$ cat config.mk
export PLATFORM = sky130hd
export DESIGN_NAME = pipe_ctrl
export DESIGN_NICKNAME = d
export VERILOG_FILES = /design/src/rtl/pipe_ctrl_pkg.sv /design/src/rtl/pipe_ctrl_hazard_detect.sv /design/src/rtl/pipe_ctrl.sv
export SDC_FILE = /design/constraint.sdc
export NUM_CORES = 1
export LEC_CHECK = 0
export ABC_AREA = 1
export ABC_CLOCK_PERIOD_IN_PS = 2300
export BUFFER_PORTS_ARGS = -buffer_cell sky130_fd_sc_hd__buf_2
export CORE_MARGIN = 4
export CORE_UTILIZATION = 47
export DETAILED_ROUTE_END_ITERATION = 16
export PLACE_DENSITY = 0.85
export SETUP_SLACK_MARGIN = 0.3
export SLEW_MARGIN = 20
export SYNTH_ARGS = -nofsm -noshare
export SYNTH_HDL_FRONTEND = slang
export SYNTH_SLANG_ARGS = --single-unit
export TNS_END_PERCENT = 100
$ cat constraint.sdc
create_clock -name clk -period 2.3 [get_ports clk]
set_input_delay 0.46 -clock clk [delete_from_list [all_inputs] [get_ports clk]]
set_output_delay 0.46 -clock clk [all_outputs]
set_load 0.03 [all_outputs]
$ cat src/rtl/pipe_ctrl_pkg.sv
// Shared definitions for the pipeline controller: FSM state encoding,
// register-index width and the single-operand hazard compare.
package pipe_ctrl_pkg;

  localparam int REG_IND_W = 5;

  typedef enum logic [1:0] {
    RUN      = 2'd0,
    MEM_WAIT = 2'd1,
    ERR      = 2'd2
  } state_t;

  // A source operand collides with a destination only when both are live
  // and the index is not x0, which is hard-wired to zero.
  function automatic logic reg_hit(input logic                 src_use,
                                   input logic [REG_IND_W-1:0] src_ind,
                                   input logic                 dst_wr,
                                   input logic [REG_IND_W-1:0] dst_ind);
    return src_use & dst_wr & (src_ind != '0) & (src_ind == dst_ind);
  endfunction

endpackage

$ cat src/rtl/pipe_ctrl_hazard_detect.sv
// Decode-stage operand compare producing the stall request.
// PIPE_CTRL_FWD_EN defined: only load-use stalls; otherwise any EX/MEM hit stalls.
module hazard_detect
  import pipe_ctrl_pkg::*;
(
  input  logic [REG_IND_W-1:0] id_rs1_ind_i,
  input  logic [REG_IND_W-1:0] id_rs2_ind_i,
  input  logic                 id_rs1_use_i,
  input  logic                 id_rs2_use_i,
  input  logic [REG_IND_W-1:0] ex_rd_ind_i,
  input  logic                 ex_wr_en_i,
  input  logic                 ex_is_load_i,
  input  logic [REG_IND_W-1:0] mem_rd_ind_i,
  input  logic                 mem_wr_en_i,
  output logic                 stall_o
);

  logic ex_hit;
  logic load_use;

  assign ex_hit   = reg_hit(id_rs1_use_i, id_rs1_ind_i, ex_wr_en_i, ex_rd_ind_i)
                  | reg_hit(id_rs2_use_i, id_rs2_ind_i, ex_wr_en_i, ex_rd_ind_i);
  assign load_use = ex_is_load_i & ex_hit;

`ifdef PIPE_CTRL_FWD_EN
  // Forwarding covers every ALU result; the MEM-stage destination is unneeded.
  logic unused_mem;
  assign unused_mem = ^{mem_rd_ind_i, mem_wr_en_i};
  assign stall_o    = load_use;
`else
  logic mem_hit;
  assign mem_hit = reg_hit(id_rs1_use_i, id_rs1_ind_i, mem_wr_en_i, mem_rd_ind_i)
                 | reg_hit(id_rs2_use_i, id_rs2_ind_i, mem_wr_en_i, mem_rd_ind_i);
  assign stall_o = load_use | ex_hit | mem_hit;
`endif

endmodule

$ cat src/rtl/pipe_ctrl.sv
// Pipeline controller: stage enables/flushes, memory-wait FSM with timeout.
// Optional macro PIPE_CTRL_FWD_EN selects forwarding-aware hazard detection.
module pipe_ctrl
  import pipe_ctrl_pkg::*;
#(
  parameter int MEM_TO_CYC = 16
) (
  input  logic                 clk,
  input  logic                 rst,
  input  logic [REG_IND_W-1:0] id_rs1_ind,
  input  logic [REG_IND_W-1:0] id_rs2_ind,
  input  logic                 id_rs1_use,
  input  logic                 id_rs2_use,
  input  logic [REG_IND_W-1:0] ex_rd_ind,
  input  logic                 ex_wr_en,
  input  logic                 ex_is_load,
  input  logic [REG_IND_W-1:0] mem_rd_ind,
  input  logic                 mem_wr_en,
  input  logic                 ex_jmp_take,
  input  logic                 mem_req,
  input  logic                 mem_ack,
  output logic                 if_en,
  output logic                 id_en,
  output logic                 ex_en,
  output logic                 mem_en,
  output logic                 wb_en,
  output logic                 id_flush,
  output logic                 ex_flush,
  output logic                 mem_err,
  output logic [1:0]           state
);

  localparam int               CNT_W    = (MEM_TO_CYC > 0) ? $clog2(MEM_TO_CYC + 1) : 1;
  localparam bit               TO_EN    = (MEM_TO_CYC > 0);
  localparam logic [CNT_W-1:0] CNT_MAX  = '1;
  localparam logic [CNT_W-1:0] CNT_LAST = TO_EN ? CNT_W'(MEM_TO_CYC - 1) : '0;

  state_t           state_q, state_d;
  logic [CNT_W-1:0] cnt_q, cnt_d;
  logic [4:0]       en;
  logic             stall;

  hazard_detect u_hazard (
    .id_rs1_ind_i (id_rs1_ind),
    .id_rs2_ind_i (id_rs2_ind),
    .id_rs1_use_i (id_rs1_use),
    .id_rs2_use_i (id_rs2_use),
    .ex_rd_ind_i  (ex_rd_ind),
    .ex_wr_en_i   (ex_wr_en),
    .ex_is_load_i (ex_is_load),
    .mem_rd_ind_i (mem_rd_ind),
    .mem_wr_en_i  (mem_wr_en),
    .stall_o      (stall)
  );

  // NOTE: state registers use non-blocking assignments so every flop samples
  // pre-edge values regardless of process ordering.
  always_ff @(posedge clk or posedge rst) begin
    if (rst) begin
      state_q <= RUN;
      cnt_q   <= '0;
    end else begin
      state_q <= state_d;
      cnt_q   <= cnt_d;
    end
  end

  always_comb begin
    // NOTE: every output gets a default before the case so no path leaves a
    // signal unassigned, which would otherwise infer a latch.
    state_d  = state_q;
    cnt_d    = cnt_q;
    en       = '0;
    id_flush = 1'b0;
    ex_flush = 1'b0;
    mem_err  = 1'b0;

    unique case (state_q)
      RUN: begin
        if (mem_req && !mem_ack) begin
          state_d = MEM_WAIT;
          cnt_d   = '0;
        end else if (ex_jmp_take) begin
          en       = '1;
          id_flush = 1'b1;
          ex_flush = 1'b1;
        end else if (stall) begin
          en       = 5'b00111;
          ex_flush = 1'b1;
        end else begin
          en = '1;
        end
      end
      MEM_WAIT: begin
        cnt_d = (cnt_q == CNT_MAX) ? cnt_q : cnt_q + CNT_W'(1);
        if (mem_ack) begin
          en      = '1;
          state_d = RUN;
        end else if (TO_EN && cnt_q == CNT_LAST) begin
          state_d = ERR;
        end
      end
      ERR: mem_err = 1'b1;
      default: state_d = RUN;
    endcase

    // Reset is asynchronous, so the outputs must reflect it without an edge.
    if (rst) begin
      en       = '0;
      id_flush = 1'b1;
      ex_flush = 1'b1;
      mem_err  = 1'b0;
    end
  end

  assign {if_en, id_en, ex_en, mem_en, wb_en} = en;
  assign state = state_q;

endmodule

# --- Word-level counts from Yosys, hierarchy flattened ---
# Index checks and enable logic that the tools add are counted.
classes:
  eq_ne: 11
  addsub: 1
  n_mux: 24
  reduce_logical: 8
  bitwise: 18
ops:
  columns: ["operator", "n"]
  rows:
  - ["$mux 5", 7]
  - ["$eq 5x5->1", 4]
  - ["$pmux 5 s2", 2]
  - ["$and 1x1->1", 13]
  - ["$mux 1", 11]
  - ["$reduce_bool 5->1", 2]
  - ["$mux 2", 3]
  - ["$pmux 2 s3", 1]
  - ["$reduce_and 3->1", 2]
  - ["$add 5x1->5 const B", 1]
  - ["$eq 5x4->1 const B", 1]
  - ["$eq 5x5->1 const B", 1]
  - ["$ne 2x2->1 const B", 2]
  - ["$or 1x1->1", 4]
  - ["$ne 3x3->1 const B", 1]
  - ["$eq 2x1->1 const B", 1]
  - ["$eq 2x2->1 const B", 1]
  - ["$logic_not 2->1", 1]
  - ["$reduce_bool 2->1", 1]
  - ["$logic_and 1x1->1", 1]
  - ["$logic_not 1->1", 1]
  - ["$not 1->1", 1]
word_totals:
  output_inout_bits: 10
  regBits: 7
  elab_cells: 64

# --- Logic depth before layout (Yosys ltp) ---
logic_depth:
  ltp_word: 12
  mapped_depth: 10
  depth_no_buf: 10

# --- Modules after synthesis ---
# From an unflattened synthesis, not the netlist that was laid out.
unflattened:
  cells_unflattened: 186
  hier_area_um2: 954.7
modules_own_cells:
  columns: ["module", "seq_area_each_um2", "n_inst", "cells_each", "area_per_inst_um2"]
  rows:
  - ["pipe_ctrl", 175.2, 1, 70, 506.7]
  - ["hazard_detect", 0.0, 1, 116, 447.9]

# --- Least setup slack after synthesis ---
# No wires, ideal clock.
synth_timing:
  path_kind: "reg2out"
  from: "reg state_q[0] (netlist: state[0])"
  to: "out if_en"
  path_slack_ns: -0.551
  t_required_ns: 1.840
  stages_incl_launch_ff: 10
  arrival_ns: 2.391
  cell_sequence: "dfrtp_1 > inv_1 > nor2_2 > inv_2 > nor2_1 > inv_1 > a21oi_1 > inv_1 > a21oi_1 > buf_4"
synth_via:
  elab_chain_cells: 3
  word_cells_on_any_way: 4
synth_rtl:
  columns: ["element", "line_no", "source"]
  rows:
  - ["from (decl)", "pipe_ctrl.sv:38", "state_t state_q, state_d;"]
  - ["from (signal assigned)", "pipe_ctrl.sv:63", "state_q <= state_d;"]
  - ["$eq 2x1->1 / $logic_not 2->1 (equally long branches)", "pipe_ctrl.sv:78", "unique case (state_q)"]
  - ["$pmux 5 s2 *", "pipe_ctrl.sv:78", null]
  - ["$mux 5 *", "pipe_ctrl.sv:108", "if (rst) begin"]
  - ["to (decl)", "pipe_ctrl.sv:22", "output logic if_en,"]
# Every way passes the cells marked *; elsewhere a longest branch is shown, timed or not.

# --- Final worst setup path ---
layout_timing:
  from: "reg state_q[1] (netlist: state[1])"
  to: "out id_en"
layout_via:
  elab_chain_cells: 3
  word_cells_on_any_way: 4
layout_rtl:
  columns: ["element", "line_no", "source"]
  rows:
  - ["$eq 2x1->1 / $logic_not 2->1 (equally long branches)", "pipe_ctrl.sv:78", null]
  - ["$pmux 5 s2 *", "pipe_ctrl.sv:78", null]
  - ["$mux 5 *", "pipe_ctrl.sv:108", null]
  - ["to (decl)", "pipe_ctrl.sv:23", "output logic id_en,"]
# Marks and branches as above.

==> flow_summary.json <==
{
  "grt_overflow": 0,
  "pre_cts_ws_ps": 281,
  "cts_buffer_depth": 2,
  "yosysSeqAreaShare_pct": 19.2,
  "cts.clk_slew.worst_paths_ps": 50,
  "avgSynthCellArea_um2": 5.13,
  "rsz0062_at_grt": "true",
  "slew_violations": 0,
  "core_region_area_um2": 1780,
  "cp-start-kind": "register",
  "io_pins": 40,
  "fin_util_pct": 68.1,
  "syn-num-nets": 211,
  "netlist_instances": 178,
  "num_rows": 15,
  "power_density_nw_per_um2": 457,
  "cts_buffers": 3,
  "r2r_setup_slack_ps": 510,
  "maxSlewHeadroom_pct": 78.7,
  "drive_gt1_share_pct": 28.3,
  "multi_input_area_um2": 606,
  "routed_wl_mm": 2.23,
  "cts_tree": "yes",
  "grt_pass1_vias": 1035,
  "final.setup.tns_ps": 0,
  "hold_path.class": "input port to async pin",
  "die_x_um": 52.1,
  "antenna_found_initial": 0,
  "syn_to_final_growth_pct": 32.9,
  "grt_start_max_net_pins": 9,
  "num-fill-cells": 174,
  "diodes": 0,
  "layout_setup_ws_ps": 339,
  "synth_cell_types": 20,
  "final_common_cell": "nand2_1",
  "skew_ps": 3.91,
  "total_power_mw": 0.555,
  "ys_ff_latch": 7,
  "io_buffer_count": 38,
  "ant_nets": 0,
  "required_ps": 1840,
  "initial_core_util_pct": 51.2,
  "vias_per_cell": 4.46,
  "layout_common_cells": "nand2_1 (72), inv_1 (34), buf_2 (34)",
  "wl_per_cell_um": 9.15,
  "hold-worst-slack_ps": 197,
  "dpl.hpwl_mm": 1.92,
  "cap_violations": 0,
  "cts-root-buf": "clkbuf_4",
  "critical_path.max_fanout": 4,
  "drc": 0,
  "die_y_um": 52.1,
  "yosysWarnings": 0,
  "fmax_mhz": 510,
  "vias": 1088,
  "hold_viol_final": 0,
  "max-vdd-ir-drop_mv": 0.396,
  "min_period_over_period_pct": 85.3,
  "regArea_um2": 178,
  "track_usage_pct": 18.4,
  "tightest_slew_ps": 319,
  "p_leak_nw": 0.811,
  "critPathArrivalTime_ps": 1500,
  "clk_latency_ps": 240,
  "setup_viol": 0,
  "min_period_ps": 1960,
  "endpoint_kind": "output port",
  "run_status": "completed",
  "gp_congestion": 0.852,
  "dr.pass1.iters": 4,
  "finalNetCount": 253,
  "synthesis.area_um2": 913,
  "cts_max_level": 1,
  "criticalPathCategory": "register to output port",
  "dieArea_um2": 2710,
  "drtIter0Drc": 15,
  "clock_sink_count": 7,
  "grt_pass1_wl_mm": 3.89
}
-- sequential cells by signal, summed over array words and instances (netlist names) --
name,cells
state,2
cnt_q,5
-- area by class of cell --
cell class / count / area share, %
sequential: 7 / 14.6
clock buffer: 4 / 2.16
inverter: 38 / 11.8
tap: 25 / 2.58
multi-input combinational: 129 / 49.9
timing repair buffer: 41 / 19.0
-- what timing repair did --
| action | 4_1_cts | 5_1_grt |
|---|---|---|
| setup buffers | 2 | 1 |
| hold buffers | 0 | 0 |
| setup endpoints to repair | 2 | 3 |
| pin swaps | 3 | 3 |
| gates resized for setup | 7 | 7 |
| gates cloned | 0 | 0 |
-- stage by stage --
stage | area, µm² | instances
6_report | 1210 | 244
5_1_grt | 1210 | 244
4_1_cts | 1190 | 243
3_5_place_dp | 1130 | 237
3_3_place_gp | 1130 | 237
2_1_floorplan | 946 | 178
-- worst paths after layout --
check	from	end	cells after the start
max	state[1]$_DFFE_PP0P_	id_en	8
min	rst	cnt_q[2]$_DFFE_PP0P_	2
max reg2reg	cnt_q[0]$_DFFE_PP0P_	cnt_q[2]$_DFFE_PP0P_	8
min reg2reg	cnt_q[3]$_DFFE_PP0P_	cnt_q[3]$_DFFE_PP0P_	1
max in group asynchronous	rst	state[0]$_DFFE_PP0P_	2
min in group clk	mem_ack	state[0]$_DFFE_PP0P_	2
-- cells in the mapped netlist, drive strengths merged --
master,count,share of area (%)
and3,1,0.69
o21ai,5,2.7
or2,1,0.69
a21oi,3,1.6
xor2,1,0.96
o31ai,1,0.82
nand3,4,2.2
nand2,75,32
nand4,2,1.4
buf,4,3.7
inv,38,16
o22ai,1,0.69
dfrtp,7,19
ha,3,4.1
nor2,32,14
-- routing by layer --
metal  up-vias  GRT usage, %  wire [µm]
li1        602             -          -
met1       464          20.9        985
met2        22          35.6       1160
met3         0          2.87         88
met4         0          3.49          0
met5         -             0          0
-- worst max-delay path: stages (launching register included) --
cell     delay (ps)
dfrtp_2         430
nor2_1           90
inv_1            70
nor2_2          110
inv_2            70
a21oi_4         150
inv_2            60
a21oi_4         130
buf_6           150
-- where the power goes --
part / switching, mW / internal, mW / total (mW)
Sequential: 0.0242 / 0.152 / 0.176
Clock: 0.0410 / 0.0659 / 0.107
Combinational: 0.164 / 0.108 / 0.272
Total: 0.230 / 0.325 / 0.555
-- logic make-up (layout without fill, tap and decap cells) --
logic type	after synthesis	count (layout)	synth area share [%]
buffers and inverters	42	83	19.3
and+or+nand+nor	115	115	50.5
AOI/OAI and AO/OA	10	10	5.89
DFF	7	7	19.2
adders and majority gates	3	3	4.11
xor gates and xnor gates	1	1	0.959
(Power assumes the default switching activity.)
